<file path="src/rtl/instr_fetch_unit.sv">
`default_nettype none
// ============================================================================
//  Module      : instr_fetch_unit
//  Description : Fetch stage between program_counter and the IF/ID boundary.
//                Runs a req/ack handshake to instruction memory, registers a
//                {valid, pc, instr} bundle, holds one overflow instruction
//                when decode stalls, and discards in-flight data on a flush.
//                Optional performance counters are enabled by defining the
//                macro FETCH_PERF_CNT_EN.
//  Revision    : 1.0 - initial release
// ============================================================================
module instr_fetch_unit #(
    parameter logic [31:0] RESET_PC = 32'h0040_0000,
    parameter logic [31:0] PC_STEP  = 32'd4
) (
    input  logic        clk_in,
    input  logic        rst_in,
    input  logic [31:0] pc_in,
    input  logic        stall_in,
    input  logic        flush_in,
    output logic        imem_req_out,
    output logic [31:0] imem_addr_out,
    input  logic        imem_ack_in,
    input  logic [31:0] imem_rdata_in,
    output logic        if_valid_out,
    output logic [31:0] if_pc_out,
    output logic [31:0] if_pc4_out,
    output logic [31:0] if_instr_out,
    output logic        pc_stall_out
`ifdef FETCH_PERF_CNT_EN
    ,
    output logic [31:0] perf_fetch_cnt_out,
    output logic [31:0] perf_stall_cnt_out
`endif
);

    typedef enum logic [1:0] {
        ST_IDLE = 2'd0,
        ST_REQ  = 2'd1,
        ST_HOLD = 2'd2,
        ST_DROP = 2'd3
    } state_t;

    state_t      r_state;
    state_t      w_state_nxt;

    logic        r_valid;
    logic [31:0] r_pc;
    logic [31:0] r_instr;

    logic        r_hold_valid;
    logic [31:0] r_hold_pc;
    logic [31:0] r_hold_instr;

    // Address of the request in flight; replayed while draining a flushed fetch.
    logic [31:0] r_addr_q;

    logic        w_acc;
    logic        w_slot_free;
    logic        w_hold_release;

    // Handshake, accept and back-pressure decode.
    always_comb begin
        w_acc          = (r_state == ST_REQ) && imem_ack_in && !flush_in;
        w_slot_free    = !r_valid || !stall_in;
        w_hold_release = (r_state == ST_HOLD) && !stall_in && !flush_in;
        imem_req_out   = (r_state == ST_REQ) || (r_state == ST_DROP);
        imem_addr_out  = (r_state == ST_DROP) ? r_addr_q : pc_in;
        // The PC advances on an accepted fetch, and on a flush so it can
        // load the redirect target.
        pc_stall_out   = !(w_acc || flush_in);
        if_valid_out   = r_valid;
        if_pc_out      = r_pc;
        if_pc4_out     = r_pc + PC_STEP;
        if_instr_out   = r_instr;
    end

    // State register.
    always_ff @(posedge clk_in) begin
        if (rst_in) begin
            r_state <= ST_IDLE;
        end else begin
            r_state <= w_state_nxt;
        end
    end

    // Next-state logic; flush takes priority over every other condition.
    always_comb begin
        w_state_nxt = r_state;
        unique case (r_state)
            ST_IDLE: begin
                w_state_nxt = ST_REQ;
            end
            ST_REQ: begin
                if (flush_in) begin
                    // Without ack the old request is still owed by memory.
                    w_state_nxt = imem_ack_in ? ST_REQ : ST_DROP;
                end else if (w_acc && !w_slot_free) begin
                    w_state_nxt = ST_HOLD;
                end else begin
                    w_state_nxt = ST_REQ;
                end
            end
            ST_HOLD: begin
                if (flush_in || !stall_in) begin
                    w_state_nxt = ST_REQ;
                end
            end
            ST_DROP: begin
                // The abandoned request completes here; its data is thrown
                // away and the next request uses the (redirected) pc_in.
                if (imem_ack_in) begin
                    w_state_nxt = ST_REQ;
                end
            end
            default: begin
                w_state_nxt = ST_IDLE;
            end
        endcase
    end

    // Output bundle register toward the IF/ID boundary.
    always_ff @(posedge clk_in) begin
        if (rst_in) begin
            r_valid <= 1'b0;
            r_pc    <= RESET_PC;
            r_instr <= 32'd0;
        end else if (flush_in) begin
            r_valid <= 1'b0;
        end else if (w_acc && w_slot_free) begin
            r_valid <= 1'b1;
            r_pc    <= pc_in;
            r_instr <= imem_rdata_in;
        end else if (w_hold_release) begin
            r_valid <= 1'b1;
            r_pc    <= r_hold_pc;
            r_instr <= r_hold_instr;
        end else if (!stall_in) begin
            r_valid <= 1'b0;
        end
    end

    // Single-entry hold buffer for an instruction accepted while decode stalls.
    always_ff @(posedge clk_in) begin
        if (rst_in || flush_in) begin
            r_hold_valid <= 1'b0;
            r_hold_pc    <= 32'd0;
            r_hold_instr <= 32'd0;
        end else if (w_acc && !w_slot_free) begin
            r_hold_valid <= 1'b1;
            r_hold_pc    <= pc_in;
            r_hold_instr <= imem_rdata_in;
        end else if (w_hold_release) begin
            r_hold_valid <= 1'b0;
        end
    end

    // Track the address presented during every REQ cycle.
    always_ff @(posedge clk_in) begin
        if (rst_in) begin
            r_addr_q <= RESET_PC;
        end else if (r_state == ST_REQ) begin
            r_addr_q <= pc_in;
        end
    end

`ifdef FETCH_PERF_CNT_EN
    logic [31:0] r_perf_fetch_cnt;
    logic [31:0] r_perf_stall_cnt;

    // Count accepted fetches and stalled non-IDLE cycles; both wrap.
    always_ff @(posedge clk_in) begin
        if (rst_in) begin
            r_perf_fetch_cnt <= 32'd0;
            r_perf_stall_cnt <= 32'd0;
        end else begin
            if (w_acc) begin
                r_perf_fetch_cnt <= r_perf_fetch_cnt + 32'd1;
            end
            if (pc_stall_out && (r_state != ST_IDLE)) begin
                r_perf_stall_cnt <= r_perf_stall_cnt + 32'd1;
            end
        end
    end

    assign perf_fetch_cnt_out = r_perf_fetch_cnt;
    assign perf_stall_cnt_out = r_perf_stall_cnt;
`endif

endmodule
`default_nettype wire
</file>
<file path="config.mk">
export PLATFORM = sky130hd
export DESIGN_NAME = instr_fetch_unit
export DESIGN_NICKNAME = d
export VERILOG_FILES = /design/src/rtl/instr_fetch_unit.sv
export SDC_FILE = /design/constraint.sdc
export NUM_CORES = 1
export LEC_CHECK = 0
export ABC_AREA = 1
export BUFFER_PORTS_ARGS = -buffer_cell sky130_fd_sc_hd__buf_2
export CAP_MARGIN = 40
export CORE_MARGIN = 2
export CORE_UTILIZATION = 48
export CTS_CLUSTER_SIZE = 14
export DETAILED_ROUTE_END_ITERATION = 8
export PLACE_DENSITY = 0.78
export SETUP_SLACK_MARGIN = 0.5
export SYNTH_ARGS = -nofsm -noshare
export SYNTH_HDL_FRONTEND = slang
export SYNTH_SLANG_ARGS = --single-unit
</file>
<file path="constraint.sdc">
create_clock -name clk_in -period 1.2 [get_ports clk_in]
set_input_delay 0 -clock clk_in [delete_from_list [all_inputs] [get_ports clk_in]]
set_output_delay 0 -clock clk_in [all_outputs]
set_load 0.1 [all_outputs]
</file>
==> results.md, run 1 <==
- Post-cts sizing count: about 370
- Hpwl dp: about 18 mm
- Post-synthesis sequential area ratio: 41.0%
- CTS Buffer Depth: 2
- Number of port buffers: slightly below 200
- Cell Area, Synth: between 7000 and 8000 sq um
- Status: did not finish
- Syn avg cell area: about 6.4 sq um
- Synth Register Bits: between 150 and 200
- Number of setup buffers added after CTS: 45
- Placer Congestion: between 0.9 and 1
- H-tree levels: 4
- Clock tree root buffer cell: clkbuf_16
- Count of cell types in the netlist: 27
- Yosys warning count: 0
- # IOs: 200
- Failed at: clock tree synthesis (4_1_cts)
- Syn nets: 1,310
- Initial core utilization: approximately half
- Error: [ERROR DPL-0033] detailed placement checks failed during check placement.
- Syn Inst Count: 1,240
- DIE HEIGHT: approximately 130 um
- Chip width: between 100 and 150 um
- Rows: 47
- Cts bufs inserted: 17
- Cts hold-fix bufs: 66
- Setup WS pre-CTS: -0.406 ns
- Clock sink total: ~160
[synth_stat cells, drive strengths merged]
cell    count  area, sq um
nor2      399         1510
clkbuf     28          108
xor2       10         87.6
nand2     220          831
xnor2       6         52.6
dfxtp     163         3260
inv       115          432
ha          1         12.5
nand3b     12         90.1
buf        46          339
o21bai      1         7.51
nor3        2         15.0
nand3      11         67.6
nand4       2         18.8
a21oi      65          325
o21ai     159          796
[per-stage QoR]
step	cells	instance area [sq um]	TNS (ns)
floorplan	1240	9260	-40.34
global placement	1697	12300	-16.68
detailed placement	1697	12300	-22.09
[logic make-up after synthesis]
group	Yosys count	synth area share, %
and+or+nand+nor	646	31.9
AOI/OAI and AO/OA	225	14.2
buffers and inverters	189	11.0
DFF	163	41.0
xor gates and xnor gates	16	1.76
adders and majority gates	1	0.157
==> run 2: changes to the inputs <==
- CORE_UTILIZATION: 48 -> 40
- CTS_CLUSTER_SIZE: 14 -> not set
- PLACE_DENSITY: 0.78 -> not set
- PLACE_DENSITY_LB_ADDON: not set -> 0.15
- SETUP_SLACK_MARGIN: 0.5 -> not set
- clock period: 1.2 -> 1.56 ns (I/O delays scaled with it)
==> run 2 against run 1 <==
Against the previous run: the flow now finishes, with violations (setup timing); synthesized area stayed put; synthesized cell count stayed put.
==> results.md, run 2 <==
- Status: finished with violations
- Failing checks: setup timing
- Detailed Routing Iterations Pass 1: 5
- Syn avg cell area: 6.42 sq um
- Post-synth top area share: approximately 40%
- DIE HEIGHT: about 150 um
- Layout cells sized above 1: approximately 38%
- Pin count of the biggest net entering global routing: 79
- Total die area: ~21,000 sq um
- Hpwl dp: around 16 mm
- Fraction of registers with async set/reset: 0%
- Startpoint types: flop
- Period utilization: 119%
- Total number of vias: 9,294
- Cell chain of the critical path: clkinvlp_4 > nor2_4 > buf_12 > inv_6 > nor2_4 > nand3b_1 > nand2_4 > buf_12
- Cell Area, Synth: 7960 sq um
- Met3 usage in global routing: around 5.4%
- Most common cell after layout, fill and taps aside: nor2_1
- Clock tree root buffer cell: clkbuf_16
- Crit. Startpoint: if_pc_out[2]
- Drt drc: 0
- Total GRT Usage: approximately a quarter
- Clock sink total: about 160
- Antenna cells: 0
- # IOs: 200
- Yosys warning count: 0
- Syn Inst Count: approximately 1,200
- Tightest Pin Transition: approximately 0.5 ns
- Layout Cells excl Fill: between 1,500 and 2,000
- Initial antenna violation count: 0
- Via/cell ratio: between 5 and 6
- WL final: between 30 and 40 mm
- Slew HR: between 60 and 70%
- Wire length of the first global-routing pass: roughly 41 mm
- Most frequent cells in the layout: nor2_1 (336), nand2_1 (167), buf_2 (137)
- Initial core utilization: between 40% and 50%
- Arrival @ worst endpoint: around 1.9 ns
- Remaining antenna violation count: 0
- Clock slew at reported path FFs: approximately 0.07 ns
- Power Dens Cells: about 880 nW/um^2
- WS Path Type: reg2out
- Chip width: roughly 150 um
- Slowest cell on the critical path: dfxtp_4
- Placed insts: approximately 1,700
- Setup violations, final: 137
- Fin. Hold Viols: 0
- CTS tree: done
- Most frequent cell after synthesis: nor2_1
- HP Start: flush_in
- Vias in the first global route: approximately 8,200
- Fmax: about 0.54 GHz
- Placer Congestion: 0.841
- Design Power: around 0.012 W
- Critical path peak fanout: 4
- Number of port buffers: 199
- Top FF cell, synth: dfxtp_1
- Final Max Tran Viols: 0
- Reg-to-Reg Start: r_state[1]
- GRT overflow: 0
- Grt peak-use layer: met2
- Tmin final: 1.86 ns
- Max-Cap Viols: 0
- Syn nets: 1,310
- Peak supply drop: a little over 0.8 mV
- DR iter-0 viols: 516
- Met2 Use GR: between 40% and 50%
- R2r setup slk: -0.12 ns
- Hold WC Path Type: in2reg
- Synthesis-to-layout area growth: 79.1%
- Pleak: ~6.2 nW
- RSZ-0062 raised after global routing: yes
- CTS Buffer Depth: 2
- Final worst setup slack: -0.297 ns
- Rows: ~50
- Largest cells by area after synthesis: dfxtp_1 (41%), nor2_1 (19%), nand2_1 (10%)
- Worst Path Required: around 1.6 ns
- Worst hold margin: between 0.02 and 0.025 ns
- Cts bufs inserted: 17
- Skew-Pair Late Insertion Delay: ~0.42 ns
- H-tree levels: 4
- Post-synth EDFFs: 0
- Routed length per instance: between 15 and 20 um
- Area leader, netlist: dfxtp_1
- Count of cell types in the netlist: 27
- Met1 GRT Util: 30.6%
- Endpoint type of the worst setup path: primary output
- Post-synthesis sequential area ratio: about two fifths
- Synth cell count leaders: nor2_1 (397), nand2_1 (218), dfxtp_1 (163)
- Final Net Count: about 1,600
- Worst Skew: ~0.0086 ns
- Synth Register Bits: ~160
- Core area: 19,500 sq um
- CP peak stage delay: around 0.38 ns
==> run 2: cell counts after synthesis <==
No cell type changed its count.
==> run 2: worst paths after layout <==
check             cells past startpoint              to
hold / removal                        4      r_state[1]
setup / recovery                      8  if_pc4_out[29]
hold reg to reg                       2   r_hold_pc[10]
setup reg to reg                     11   if_pc_out[18]
==> run 2: kinds of logic (layout without fill, tap and decap cells) <==
family | count (synthesis) | after routing | synth area share, %
AND/OR/NAND/NOR | 646 | 648 | 31.9
XOR/XNOR | 16 | 16 | 1.76
buffers and inverters | 189 | 529 | 11.0
AO/OA/AOI/OAI | 225 | 225 | 14.2
flip-flops | 163 | 163 | 41.0
adder cells (fa/ha/maj) | 1 | 1 | 0.157
==> run 2: routing by layer <==
metal | up-vias | part of all wire [%]
li1 | 4514 | -
met1 | 4316 | 41
met2 | 370 | 48
met3 | 94 | 7.0
met4 | 0 | 3.7
met5 | - | 0
==> run 2: report_power, final <==
group / switching (W) / total, W / internal (W) / leakage, nW
Sequential: 0.000148 / 0.00446 / 0.00431 / 1.35
Combinational: 0.00243 / 0.00361 / 0.00118 / 4.52
Clock: 0.00179 / 0.00441 / 0.00262 / 0.298
Total: 0.00437 / 0.0125 / 0.00811 / 6.17
==> run 2: stage by stage <==
| stage | setup WS (ns) | area, sq um | utilization, % | setup TNS, ns |
|---|---|---|---|---|
| floorplan | -0.854 | 8490 | - | -36.39 |
| global placement | 0.0454 | 10800 | 55.5 | 0 |
| detailed placement | -0.0125 | 10800 | 55.5 | -0.0125 |
| CTS | -0.312 | 12900 | 66.1 | -5.63 |
| global route | -0.363 | 14200 | 73.2 | -21.45 |
| finish | -0.297 | 14200 | 73.2 | -10.98 |
==> run 2: cell type report <==
class	instances	area (sq um)
multi-input cells	890	5340
flip-flops and latches	163	3350
clock buffers	21	460
inverters	115	450
clock inverters	11	153
fillers	1379	5210
well taps	265	332
repair buffers	382	4160
==> run 2: critical path, delay by kind of cell, from the launching register on <==
family	cells	cell delay, ns
AND/OR/NAND/NOR	4	0.58
buffers and inverters	4	0.46
flip-flops	1	0.38
==> run 2: timing repair <==
item | in CTS | in global routing
setup buffers | 24 | 23
hold buffers | 67 | 0
cloned | 3 | 25
hold endpoints to repair | 162 | 0
pin swaps | 37 | 102
resized for setup | 133 | 190
endpoints found under the setup margin | 58 | 77
Power figures use the tool's default switching activity.
==> run 3: changes to the inputs <==
- clock period: 1.56 -> 1.74 ns (I/O delays scaled with it)
==> run 3 against run 2 <==
Against the previous run: the run still ends with setup timing left; critical path depth unchanged; largest cell class unchanged; die area stayed put; via count decreased by 9.2%; largest power group unchanged.
==> results.md, run 3 (synthesis results as in run 2) <==
- Layout cells sized above 1: ~30%
- Slowest cell on the critical path: dfxtp_4
- Clock slew at reported path FFs: around 0.070 ns
- CTS tree: done
- H-tree levels: 4
- Initial core utilization: just over 40%
- Cts bufs inserted: 17
- Pin count of the biggest net entering global routing: 67
- Final Net Count: roughly 1,600
- Rows: a little over 50
- Chip width: roughly 150 um
- DIE HEIGHT: 145 um
- Fmax: 0.543 GHz
- Peak supply drop: about 0.66 mV
- Synthesis-to-layout area growth: 56.9%
- Critical path peak fanout: 4
- Failing checks: setup timing
- GRT overflow: 0
- Hpwl dp: 16.3 mm
- Most common cell after layout, fill and taps aside: nor2_1
- Worst Skew: about 0.011 ns
- Period utilization: 106%
- Tightest Pin Transition: just over 0.5 ns
- Placer Congestion: around 0.88
- Remaining antenna violation count: 0
- WS Path Type: reg2out
- Clock sink total: about 160
- DR iter-0 viols: around 390
- Worst Path Required: 1.74 ns
- Total number of vias: about 8,400
- Cell chain of the critical path: ha_4 > nand3_4 > buf_6 > nor2_4 > buf_6 > nand3b_1 > nand2_4 > buf_12
- Most used cell along the critical path: buf_6
- Total die area: 21,000 sq um
- Initial antenna violation count: 0
- Clock tree root buffer cell: clkbuf_16
- Number of port buffers: a little under 200
- Setup WS pre-CTS: around 0.15 ns
- Core area: around 19,000 sq um
- Fin. Hold Viols: 0
- Startpoint types: flop
- Slew HR: between 60% and 70%
- Max-Cap Viols: 0
- Fin util: 64.1%
- Power Dens Cells: approximately 840 nW/um^2
- Filler cells: between 1,500 and 2,000
- Design Power: about 0.010 W
- Final Max Tran Viols: 0
- CP peak stage delay: between 0.3 and 0.4 ns
- Skew-Pair Late Insertion Delay: around 0.43 ns
- RSZ-0062 raised after global routing: yes
- Total GRT Usage: 23.5%
- Buf/Inv on CP: 3
- Setup violations, final: 18
- Hold WC Path Type: in2reg
- # IOs: 200
- Via/cell ratio: ~4.7
- Status: finished with violations
- Final worst setup slack: -0.102 ns
- Tmin final: about 1.8 ns
- Routed length per instance: between 10 and 15 um
- Arrival @ worst endpoint: around 1.8 ns
- Pleak: roughly 5.5 nW
- Drt drc: 0
- Family with the most delay on the worst path: buffers and inverters
- WL final: 24.8 mm
- Antenna cells: 0
- Vias in the first global route: a little under 8,000
- Wire length of the first global-routing pass: 40.3 mm
- Detailed Routing Iterations Pass 1: 7
- CTS Buffer Depth: 2
- Endpoint type of the worst setup path: primary output
- Most frequent cells in the layout: nor2_1 (365), nand2_1 (173), buf_2 (139)
## run 3: cell count changes in the layout (fill, tap and decap cells not counted), sizes merged
| cell | before | now |
|---|---|---|
| nand2 | 222 | 220 |
| clkinvlp | 2 | 4 |
| clkbuf | 38 | 20 |
| clkinv | 5 | 4 |
| bufinv | 3 | 0 |
| inv | 116 | 119 |
| buf | 298 | 255 |
## run 3: power by group
group / internal (W) / leakage (nW) / total (W) / switching [W]
Combinational: 0.000865 / 3.84 / 0.00287 / 0.00200
Sequential: 0.00387 / 1.35 / 0.00399 / 0.000123
Clock: 0.00196 / 0.270 / 0.00358 / 0.00162
Total: 0.00669 / 5.45 / 0.0104 / 0.00375
## run 3: timing repair
| item | 4_1_cts | 5_1_grt |
|---|---|---|
| hold buffers | 67 | 0 |
| hold endpoints to repair | 162 | 0 |
| pin swaps | 16 | 40 |
| endpoints found under the setup margin | 41 | 46 |
| buffers inserted | 12 | 15 |
| resized for setup | 65 | 69 |
## run 3: cell type report
class	instances	area [sq um]	share of cell area, %
clock buffers	20	467	3.74
inverters	115	438	3.51
well taps	265	332	2.66
clock inverters	12	95.1	0.762
multi-input cells	888	4670	37.4
repair buffers	322	3140	25.1
flip-flops and latches	163	3350	26.8
## run 3: worst paths after layout
check | cells past startpoint | slack, ns | startpoint | to
setup reg to reg | 8 | 0.33 | r_state[1] | if_instr_out[5]
hold / removal | 4 | 0.04 | flush_in | r_state[1]
hold reg to reg | 2 | 0.48 | r_hold_pc[20] | r_hold_pc[20]
setup / recovery | 8 | -0.10 | if_pc_out[2] | if_pc4_out[24]
## run 3: stage by stage
step                      std cells  TNS, ns  hold slack, ns  area, sq um
final                          1785   -0.801          0.0398        12500
after global routing           1785    -2.14          0.0651        12500
after CTS                      1770    -2.16          0.0325        12100
after detailed placement       1659        0           0.246        10600
after global placement         1659        0           0.243        10600
after floorplan                1240   -26.31          0.0691         8490
## run 3: worst register-to-register path: cells and delay by family (launching register included)
kind                   cells  cell delay [ns]
DFF                        1             0.39
and+or+nand+nor            6             0.50
buffers and inverters      2             0.42
## run 3: per-layer routing
layer  track usage (%)  vias to the layer above  routed length (um)  share of wire [%]
met1              30.4                     3774               10800                 44
met2              38.0                      255               11800                 47
met5                 0                        -                   0                  0
met4              8.37                        0                 562                2.3
met3              5.82                       36                1650                6.7
li1                  -                     4378                   -                  -
==> run 4: changes to the inputs <==
- ABC_AREA: 1 -> not set
- PLACE_DENSITY: not set -> 0.74
- PLACE_DENSITY_LB_ADDON: 0.15 -> not set
- clock period: 1.74 -> 1.5 ns (I/O delays scaled with it)
==> run 4 against run 3 <==
Against the previous run: the flow still finishes with violations (setup timing); register-to-register slack lost 0.57 ns; sequential power is 15% higher; setup slack worse by 0.54 ns; clock-buffer cell count up 3; flip-flop and latch count stayed put; core utilization increased by 19 points; combinational power increased by 28%; critical path type unchanged; largest power group unchanged; highest routed layer unchanged.
==> results.md, run 4 <==
- Setup violations, final: 193
- Tmin final: approximately 2.1 ns
- Power Dens Cells: 845 nW/um^2
- Hold WC Path Type: in2reg
- Core area: between 15,000 and 20,000 sq um
- Max-Cap Viols: 0
- Failing checks: setup timing
- Rows: 49
- Top FF cell, synth: dfxtp_1
- Clock power frac: between 30% and 40%
- Number of port buffers: just under 200
- Slew HR: around 57%
- Syn avg cell area: 7.87 sq um
- Vias in the first global route: between 8,000 and 9,000
- Total die area: 19,100 sq um
- Worst Path Required: around 1.5 ns
- Count of cell types in the netlist: 35
- DR iter-0 viols: roughly 850
- Post-synth top area share: about 45%
- Remaining antenna violation count: 0
- Pin count of the biggest net entering global routing: 99
- Synth Register Bits: around 160
- Critical path peak fanout: 9
- Fmax: 0.468 GHz
- Tightest Pin Transition: between 0.6 and 0.7 ns
- Synthesis-to-layout area growth: 106%
- Yosys warning count: 0
- Syn Inst Count: about 920
- Chip width: about 140 um
- Psw: between 0.004 and 0.005 W
- Peak supply drop: between 0.6 and 0.7 mV
- Pleak: between 5 and 6 nW
- P_int: approximately 0.0081 W
- Worst hold margin: between 0.06 and 0.07 ns
- Reg power frac: between 30% and 40%
- Detailed Routing Iterations Pass 1: 8
- Final Max Tran Viols: 0
- Cell Area, Synth: 7200 sq um
- Worst Skew: ~0.0076 ns
- Startpoint types: flop
- Total number of vias: ~9,300
- Skew-Pair Late Insertion Delay: around 0.43 ns
- Largest cells by area after synthesis: dfxtp_1 (45%), nand2_1 (17%), a311oi_1 (7.8%)
- WS Path Type: reg2out
- Wire length of the first global-routing pass: approximately 47 mm
- DIE HEIGHT: 138 um
- Arrival @ worst endpoint: 2.14 ns
- Area leader, netlist: dfxtp_1
- Hpwl dp: between 10 and 15 mm
- Layout cells sized above 1: between 50% and 60%
- Post-synthesis sequential area ratio: between 40 and 50%
- Total GRT Usage: between 30% and 40%
- Comb pwr share: roughly 29%
- CTS Buffer Depth: 2
- Routed length per instance: roughly 24 um
- H-tree levels: 4
- Drt drc: 0
- Endpoint type of the worst setup path: primary output
- Sw Share: around a third
- Cts bufs inserted: 17
- Clock sink total: ~160
- Status: finished with violations
- Fraction of registers with async set/reset: 0%
- Placer Congestion: just under 0.8
- Clock slew at reported path FFs: ~0.07 ns
- Initial core utilization: approximately two fifths
- # IOs: 200
- Synth cell count leaders: nand2_1 (328), dfxtp_1 (163), a21oi_1 (98)
- Via/cell ratio: 6.07
- Fin. Hold Viols: 0
- Post-synth EDFFs: 0
- Final Net Count: between 1,000 and 1,500
- Syn nets: between 900 and 1,000
- RSZ-0062 raised after global routing: yes
- Most frequent cells in the layout: nand2_1 (242), buf_2 (136), dfxtp_1 (131)
- WL final: approximately 37 mm
- Most common cell after layout, fill and taps aside: nand2_1
- Period utilization: 143%
- Final setup TNS: -43.38 ns
- CTS tree: done
- Clock tree root buffer cell: clkbuf_16
- Setup WS pre-CTS: -0.200 ns
- Final worst setup slack: -0.638 ns
- GRT overflow: 0
- Antenna cells: 0
- Initial antenna violation count: 0
- Most frequent cell after synthesis: nand2_1
==> run 4: what timing repair did <==
| item | 4_1_cts | 5_1_grt |
|---|---|---|
| buffers inserted | 36 | 25 |
| hold endpoints to repair | 159 | 0 |
| endpoints found under the setup margin | 153 | 206 |
| gates resized for setup | 233 | 258 |
| hold buffers | 64 | 0 |
| pin swaps | 44 | 38 |
| gates cloned | 24 | 17 |
==> run 4: power groups by stage <==
stage	sequential [W]	combinational (W)	clock, W
2_1_floorplan	0.00535	0.00127	0
3_3_place_gp	0.00464	0.00289	0
3_5_place_dp	0.00465	0.00291	0
4_1_cts	0.00455	0.00344	0.00419
5_1_grt	0.00458	0.00374	0.00445
6_report	0.00457	0.00367	0.00427
==> run 4: layout make-up <==
cell class | count | area, sq um
multi-input combinational | 672 | 5710
fill | 830 | 3030
tap | 229 | 287
clock inverter | 9 | 77.6
sequential | 163 | 3360
clock buffer | 23 | 479
inverter | 7 | 28.8
timing repair buffer | 425 | 4870
==> run 4: cell families after synthesis <==
| logic type | synth area share, % |
|---|---|
| muxes | 5.00 |
| and+or+nand+nor | 25.3 |
| AOI/OAI and AO/OA | 15.0 |
| adders and majority gates | 0.174 |
| buffers and inverters | 5.78 |
| xor gates and xnor gates | 3.40 |
| DFF | 45.3 |
==> run 4: path summary, 6_finish.rpt <==
| check | start | end | slack (ns) | cells past startpoint |
|---|---|---|---|---|
| hold / removal | stall_in | if_valid_out | 0.06 | 3 |
| setup / recovery | if_pc_out[3] | if_pc4_out[20] | -0.64 | 7 |
| setup reg to reg | r_state[1] | if_pc_out[14] | -0.24 | 8 |
| hold reg to reg | r_addr_q[16] | r_addr_q[16] | 0.46 | 2 |
==> run 4: worst max-delay path, stage by stage (launching register included) <==
cell     delay (ns)
dfxtp_4        0.38
ha_4           0.16
nand3_4        0.09
nor4_4         0.26
buf_6          0.17
nand4_1        0.20
xnor2_4        0.24
buf_12         0.19
==> run 4: routing by layer <==
| metal | GRT usage, % | up-vias | share of wire (%) |
|---|---|---|---|
| met5 | 0 | - | 0 |
| li1 | - | 3857 | - |
| met4 | 17.7 | 0 | 7.7 |
| met1 | 35.1 | 4430 | 35 |
| met3 | 7.14 | 256 | 9.0 |
| met2 | 53.4 | 739 | 49 |
==> run 4: stage by stage <==
step / utilization (%) / cells / power, W / cell area (sq um)
after floorplan: - / 916 / 0.00662 / 7850
after global placement: 58.7 / 1346 / 0.00753 / 10500
after detailed placement: 58.7 / 1346 / 0.00755 / 10500
after CTS: 75.9 / 1501 / 0.0122 / 13500
after global routing: 83.0 / 1528 / 0.0128 / 14800
final: 83.0 / 1528 / 0.0125 / 14800
